<file path="config.mk">
export PLATFORM = sky130hd
export DESIGN_NAME = serial_byte_rx
export DESIGN_NICKNAME = d
export VERILOG_FILES = /design/src/rtl/serial_byte_rx.sv
export SDC_FILE = /design/constraint.sdc
export NUM_CORES = 1
export LEC_CHECK = 0
export CAP_MARGIN = 40
export CORE_ASPECT_RATIO = 0.9
export CORE_MARGIN = 3
export CORE_UTILIZATION = 47
export CTS_BUF_LIST = sky130_fd_sc_hd__clkbuf_16
export DETAILED_ROUTE_END_ITERATION = 6
export GPL_ROUTABILITY_DRIVEN = 0
export GPL_TIMING_DRIVEN = 0
export PLACE_DENSITY_LB_ADDON = 0.12
export REMOVE_ABC_BUFFERS = 1
export SYNTH_ARGS = -nofsm -noshare
export SYNTH_HDL_FRONTEND = slang
export SYNTH_SLANG_ARGS = --single-unit
export TNS_END_PERCENT = 100
</file>
<file path="constraint.sdc">
create_clock -name clock -period 1.7 [get_ports clock]
set_clock_uncertainty 0.15 [all_clocks]
set_input_delay 0.17 -clock clock [delete_from_list [all_inputs] [get_ports clock]]
set_output_delay 0.17 -clock clock [all_outputs]
set_load 0.005 [all_outputs]
</file>
<file path="src/rtl/serial_byte_rx.sv">
// LSB-first serial frame receiver (start, data, optional even parity, stop) feeding a
// single-entry output slot with a valid/ready handshake and registered error pulses.
module serial_byte_rx #(
  parameter int DATA_W    = 8,
  parameter bit PARITY_EN = 1'b0
) (
  input  logic              clock,
  input  logic              rst_n,
  input  logic              bit_en,
  input  logic              sdi,
  output logic [DATA_W-1:0] data_out,
  output logic              data_valid,
  input  logic              data_ready,
  output logic              busy,
  output logic              frame_err,
  output logic              parity_err,
  output logic              overrun
);

  localparam int CNT_W = (DATA_W > 2) ? $clog2(DATA_W) : 1;
  localparam logic [CNT_W-1:0] LAST_CNT = CNT_W'(DATA_W - 1);
  localparam logic [CNT_W-1:0] CNT_ONE  = CNT_W'(1);

  typedef enum logic [1:0] {
    IDLE   = 2'd0,
    DATA   = 2'd1,
    PARITY = 2'd2,
    STOP   = 2'd3
  } state_t;

  state_t              state_r;
  logic [CNT_W-1:0]    bit_cnt_r;
  logic [DATA_W-1:0]   shreg_r;
  logic [DATA_W-1:0]   data_out_r;
  logic                data_valid_r;
  logic                busy_r;
  logic                perr_r;
  logic                frame_err_r;
  logic                parity_err_r;
  logic                overrun_r;

  logic                stop_sample_s;
  logic                good_frame_s;
  logic                load_s;
  logic                consume_s;

  // Even parity of the assembled data word: 1 when it holds an odd number of ones.
  function automatic logic even_parity_f(input logic [DATA_W-1:0] word);
    return ^word;
  endfunction

  assign stop_sample_s = bit_en & (state_r == STOP);
  assign good_frame_s  = stop_sample_s & sdi & ~perr_r;
  // A good frame may land in the slot when it is empty or being drained this very cycle.
  assign load_s        = good_frame_s & (~data_valid_r | data_ready);
  assign consume_s     = data_valid_r & data_ready & ~load_s;

  // Frame FSM, output slot and error pulses.
  always_ff @(posedge clock or negedge rst_n) begin
    if (!rst_n) begin
      state_r      <= IDLE;
      bit_cnt_r    <= '0;
      shreg_r      <= '0;
      data_out_r   <= '0;
      data_valid_r <= 1'b0;
      busy_r       <= 1'b0;
      perr_r       <= 1'b0;
      frame_err_r  <= 1'b0;
      parity_err_r <= 1'b0;
      overrun_r    <= 1'b0;
    end else begin
      frame_err_r  <= 1'b0;
      parity_err_r <= 1'b0;
      overrun_r    <= good_frame_s & ~load_s;

      if (load_s) begin
        data_out_r   <= shreg_r;
        data_valid_r <= 1'b1;
      end else if (consume_s) begin
        data_valid_r <= 1'b0;
      end else begin
        data_valid_r <= data_valid_r;
      end

      if (bit_en) begin
        case (state_r)
          IDLE: begin
            if (!sdi) begin
              state_r   <= DATA;
              bit_cnt_r <= '0;
              busy_r    <= 1'b1;
            end else begin
              state_r   <= IDLE;
            end
          end
          DATA: begin
            shreg_r   <= {sdi, shreg_r[DATA_W-1:1]};
            bit_cnt_r <= bit_cnt_r + CNT_ONE;
            if (bit_cnt_r == LAST_CNT) begin
              state_r <= PARITY_EN ? PARITY : STOP;
            end else begin
              state_r <= DATA;
            end
          end
          PARITY: begin
            perr_r  <= even_parity_f(shreg_r) ^ sdi;
            state_r <= STOP;
          end
          STOP: begin
            // Errors discard the byte; the line is not resynchronised afterwards.
            frame_err_r  <= ~sdi;
            parity_err_r <= perr_r & PARITY_EN;
            perr_r       <= 1'b0;
            busy_r       <= 1'b0;
            state_r      <= IDLE;
          end
          default: begin
            perr_r  <= 1'b0;
            busy_r  <= 1'b0;
            state_r <= IDLE;
          end
        endcase
      end else begin
        state_r <= state_r;
      end
    end
  end

  assign data_out   = data_out_r;
  assign data_valid = data_valid_r;
  assign busy       = busy_r;
  assign frame_err  = frame_err_r;
  assign parity_err = parity_err_r;
  assign overrun    = overrun_r;

endmodule
</file>
After elaboration in Yosys (flattened, before gate mapping) --
Index checks and enable logic that the tools add are counted.
Storage, ports and cells: bits in registers 26, input port bits 5, word-level logic and storage cells 50, output and inout port bits 13
Operators by class: eq/ne operators 5, muxes and demuxes 12, add/subtract/negate cells 1, reduce and logical (&&, ||, !) cells 10, bitwise operators 13
Operators with widths (count):
- $pmux 2 s4 | 1
- $reduce_bool 2->1 | 4
- $reduce_xor 8->1 | 1
- $and 1x1->1 | 7
- $mux 1 | 6
- $pmux 3 s2 | 1
- $reduce_and 3->1 | 2
- $eq 2x2->1 const B | 2
- $not 1->1 | 4
- $pmux 1 s2 | 2
- $reduce_and 2->1 | 2
- $add 3x1->3 const B | 1
- $eq 3x3->1 const B | 1
- $mux 3 | 1
- $eq 2x1->1 const B | 1
- $logic_not 2->1 | 1
- $mux 2 | 1
- $ne 2x2->1 const B | 1
- $or 1x1->1 | 1
- $xor 1x1->1 | 1

Longest topological paths before layout --
depth in word-level cells 9, gate-level depth with buffers 6

Worst setup path after synthesis --
No wires, ideal clock.
path kind flip-flop to flip-flop, start point register state_r[0], end point register data_out_r[0], in the netlist data_out[0], path buffers 1, stages on the path, launching flop included 6, setup slack 0.049 ns, arrival time 1.376 ns, period minus slack after synthesis 1.651 ns, path through dfrtp_1 -> ha_1 -> nand4b_1 -> nor2b_1 -> buf_2 -> mux2_2
Between the ends: word-level cells in the longest chain between the ends 5
RTL lines:
- start: declaration | RTL line 31 | state_t state_r;
- start signal: assignment | RTL line 100 | state_r <= PARITY_EN ? PARITY : STOP;
- start signal: assignment | RTL line 124 | state_r <= state_r;
- $eq 2x2->1 | RTL line 52 | assign stop_sample_s = bit_en & (state_r == STOP);
- $and 1x1->1 | RTL line 52
- $and 1x1->1 (2 in a row) | RTL line 53 | assign good_frame_s = stop_sample_s & sdi & ~perr_r;
- $and 1x1->1 | RTL line 55 | assign load_s = good_frame_s & (~data_valid_r | data_ready);
- end signal: assignment | RTL line 77 | data_out_r <= shreg_r;
- end: declaration | RTL line 34 | logic [DATA_W-1:0] data_out_r;
Every way passes these cells. A chain may end at the register's enable or synchronous reset.

Worst setup path after layout --
start point register state_r[0], end point register data_out_r[5], in the netlist data_out[5]
Same word-level chain as after synthesis.

==> results <==
- After Yosys synthesis, and, or, nand and nor cells account for 6.67% of the synthesized area.
- The final-report hold violation count was 0.
- The met2 wirelength from detailed routing is 825 um.
- The count of pins over their slew limit is 0.
- The standard cell with the maximum stage delay on the critical path is sky130_fd_sc_hd__dfrtp_2.
- Of all nets on the critical path, the largest fanout is 8.
- The path class of the tightest hold or removal check is in -> async.
- The multiplexer share of the synthesized area is 15.3%.
- Once detailed placement completed, the half-perimeter wirelength came to 1.29 mm.
- The final wirelength is 1.80 mm.
- The wire length of the first global-routing pass is 3.06 mm.
- The CTS clock-pin slew for the worst setup and hold paths is 60 ps.
- The synthesized cell area is 1180 um^2.
- For this block, the initial DRC count from the detailed router was 3.
- The average cell area after synthesis is 12.8 um^2.
- The height of the die is 53.6 um.
- The number of buffers added by the clock tree synthesis step is 3.
- The via-per-instance ratio is 5.11.
- IR analysis of the VDD net gives a maximum drop of 0.846 mV.
- The design draws 0.00191 W.
- For this configuration, the core starts out at a cell density of 51.8%.
- For this design the static power due to leakage is 0.709 nW.
- After detailed placement, the total cell area comes to 1370 um^2.
- The final net count is 124.
- Traced cell by cell, the critical path runs through ha_4, nand4b_1, nor2b_4, mux2_2.
- Power spread over the standard cell area amounts to 1270 nW/um^2.
- CTS placed an instance of sky130_fd_sc_hd__clkbuf_16 at the clock tree root.
- The met3 layer wire length in the routed design is 90 um.
- Counting along the longest clock path gives a buffer depth of 2.
- The proportion of layout cells with a drive suffix above 1 is 25.9%.
- The total negative slack for setup checks is 0 ps.
- The detailed router placed 710 vias in this run.
- At the pin with the least slew margin, the transition time is 597 ps.
- The total of hold buffers inserted after clock tree synthesis is 0.
- The classification of the worst setup path is reg -> reg.
- The number of optimization iterations in the first detailed-route pass is 2.
- Clock tree synthesis found a total of 26 sinks.
- The number of antenna diodes in the final layout is 0.
- For the worst-skew pair, the clock arrives at the later sink with an insertion delay of 250 ps.
- The maximum level of the CTS H-tree is 1.
- In this design, the stage delay of the slowest critical-path cell is 410 ps.
- The worst setup path is captured at a flip-flop.
- Across every metal layer, demand over resource in global routing totals 13.5%.
- In the synthesized netlist, the number of instances is 92.
- The combined buffer and inverter count along the critical path is 0.
- The sort of element at the start of the critical path is a flip-flop.
- After Yosys synthesis, XOR and XNOR cells account for 6.36% of the synthesized area.
- Synthesis instantiated 21 different standard cells from the library.
- The number of antenna-violating nets in the routed design is 0.
- The post-synthesis compound-gate area fraction is 7.20%.
- The top achievable clock speed is 0.610 GHz.
- The number of placement rows is 16.
- The number of global-route vias before repair came to 687.
- The die covers 3150 um^2.
- The number of ports placed on the die boundary is 18.
- The area of all placed cells without fillers is 1500 um^2.
- By area, the combinational part of the netlist is dominated by multiplexers.
- At the worst endpoint, the required time is 1690 ps.
- The initial antenna violation count is 0.
- Data on the critical path arrives at its endpoint at 1630 ps.
- In the finished design, the share of the clock period the worst path needs comes to 96.4%.
- The worst path in the final design needs a cycle of 1640 ps, including I/O delays and setup.
- The area added between synthesis and finish is 27.0%.
- In this run the standard cell core region covers 2280 um^2.
- The run finished with clean final reports.
- The count of warnings emitted by yosys is 0.
- Before CTS, the worst setup slack after placement is -632 ps.
- The routed wire length per instance is 13.0 um.
- On the final layout, the worst hold slack is 143 ps.
- The sum of routed wire segments on met1 is 876 um.
- Across the run, the number of max-cap violations was 0.
- The share of the Yosys chip area taken by registers is 55.1%.
- Global routing finished with a remaining overflow of 0.
- In the routed design, unresolved DRC markers number 0.
- The highest routed metal layer is met4.
- The cell class contributing the biggest share of worst-path delay is simple AND/OR/NAND/NOR gates.
- The worst relative slew slack is 60.1%.
- Setup violations remaining at the end of the flow were counted as 0.
- Entering global routing, the biggest net connects 15 pins.
- TritonCTS built the clock tree.
- The number of buffers added on ports is 16.
- Once routing completed, OpenROAD measured the worst setup slack at 61.3 ps.
- From left edge to right edge, the die measures 58.8 um.
- Setup repair after global routing could not meet its margin everywhere.
- The synthesized-area fraction occupied by adder cells is 6.36%.
- In this run, synthesis produced a sequential element count of 26.
Yosys cell counts:
master,number,area [um^2]
sky130_fd_sc_hd__inv_1,4,15.0
sky130_fd_sc_hd__o22ai_1,1,6.26
sky130_fd_sc_hd__o31ai_2,1,12.5
sky130_fd_sc_hd__nand4b_1,1,8.76
sky130_fd_sc_hd__o21ai_0,6,30.0
sky130_fd_sc_hd__mux2_2,16,180
sky130_fd_sc_hd__xnor2_1,4,35.0
sky130_fd_sc_hd__nor2b_1,3,18.8
sky130_fd_sc_hd__ha_1,6,75.1
sky130_fd_sc_hd__nor2_1,3,11.3
sky130_fd_sc_hd__buf_4,1,7.51
sky130_fd_sc_hd__nand2_1,9,33.8
sky130_fd_sc_hd__a21oi_1,1,5.00
sky130_fd_sc_hd__conb_1,1,3.75
sky130_fd_sc_hd__buf_2,2,10.0
sky130_fd_sc_hd__dfrtp_1,26,651
sky130_fd_sc_hd__xor2_1,2,17.5
sky130_fd_sc_hd__xnor3_1,1,22.5
sky130_fd_sc_hd__nand2b_1,1,6.26
sky130_fd_sc_hd__a32o_1,2,20.0
sky130_fd_sc_hd__a21boi_2,1,11.3
layout by cell type, fill, tap and decap left out:
cell	n
sky130_fd_sc_hd__a21boi_4	1
sky130_fd_sc_hd__ha_1	5
sky130_fd_sc_hd__nand4b_1	1
sky130_fd_sc_hd__buf_4	2
sky130_fd_sc_hd__a21oi_1	1
sky130_fd_sc_hd__ha_4	1
sky130_fd_sc_hd__dlygate4sd2_1	1
sky130_fd_sc_hd__mux2_2	16
sky130_fd_sc_hd__buf_8	1
sky130_fd_sc_hd__o21ai_1	1
sky130_fd_sc_hd__xor2_1	2
sky130_fd_sc_hd__conb_1	1
sky130_fd_sc_hd__clkdlybuf4s50_1	14
sky130_fd_sc_hd__clkinv_1	1
sky130_fd_sc_hd__clkbuf_16	3
sky130_fd_sc_hd__nand2_1	8
sky130_fd_sc_hd__dlymetal6s2s_1	1
sky130_fd_sc_hd__o31ai_2	1
sky130_fd_sc_hd__nand2_2	1
sky130_fd_sc_hd__o22ai_1	1
sky130_fd_sc_hd__xnor3_1	1
sky130_fd_sc_hd__dfrtp_1	24
sky130_fd_sc_hd__inv_1	4
sky130_fd_sc_hd__nor2b_4	1
sky130_fd_sc_hd__dfrtp_2	2
sky130_fd_sc_hd__o21ai_0	5
sky130_fd_sc_hd__xnor2_1	4
sky130_fd_sc_hd__nor2_1	3
sky130_fd_sc_hd__a32o_1	2
sky130_fd_sc_hd__nand2b_1	1
sky130_fd_sc_hd__nor2b_1	2
where the power goes:
part | internal, W | total [W] | switching, W
Sequential | 0.000739 | 0.000859 | 0.000120
Clock | 0.000314 | 0.000503 | 0.000189
Combinational | 0.000341 | 0.000544 | 0.000203
sequential cells by signal (all words and copies together) (netlist names), named ones only:
register and cells:
data_out 8, bit_cnt_r 3, state_r 1, shreg_r 8
busy 1, frame_err 1, overrun 1, data_valid 1
perr_r 1
metal layers:
metal / global-route usage [%] / vias to the layer above
met5: 0 / -
met4: 5.66 / 0
met3: 4.56 / 2
met2: 21.1 / 16
met1: 17.1 / 340
li1: - / 352
worst register-to-register path, delay by kind of cell, from the launching register on:
family | cells | cell delay [ps]
AND/OR/NAND/NOR | 2 | 450
flip-flops | 1 | 410
adder cells (fa/ha/maj) | 1 | 140
multiplexers | 1 | 370
final cells by class:
type                       count  area (um^2)
clock inverter                 1         3.75
inverter                       4         15.0
tap                           27         33.8
fill                         189          782
multi-input combinational     59          528
timing repair buffer          19          191
sequential                    26          653
clock buffer                   3         75.1
stage by stage:
| step | instances | util, % |
|---|---|---|
| 2_1_floorplan | 89 | - |
| 4_1_cts | 139 | 65.2 |
| 3_5_place_dp | 133 | 60.1 |
| 3_3_place_gp | 132 | 59.5 |
| 5_1_grt | 139 | 65.7 |
| 6_report | 139 | 65.7 |
repair_timing:
action,in CTS,in global routing
resized for setup,7,4
pin swaps,1,1
setup buffers,2,0
setup endpoints to repair,8,17
final timing paths:
kind	startpoint	endpoint	slack, ps	cells past startpoint
hold / removal	rst_n	overrun	140	1
min in group clock	sdi	frame_err	150	2
setup / recovery	state_r[0]	data_out[5]	60	4
setup reg to reg	state_r[0]	data_out[5]	60	4
max in group asynchronous	rst_n	async pin	750	2
hold reg to reg	bit_cnt_r[2]	bit_cnt_r[2]	350	1
cells by family after synthesis:
family | after synthesis
compound gates | 12
xor+xnor | 7
fa+ha+maj | 6
buf+inv | 7
flops | 26
mux | 16
other cells | 1
simple gates | 17
(Power assumes the default switching activity.)
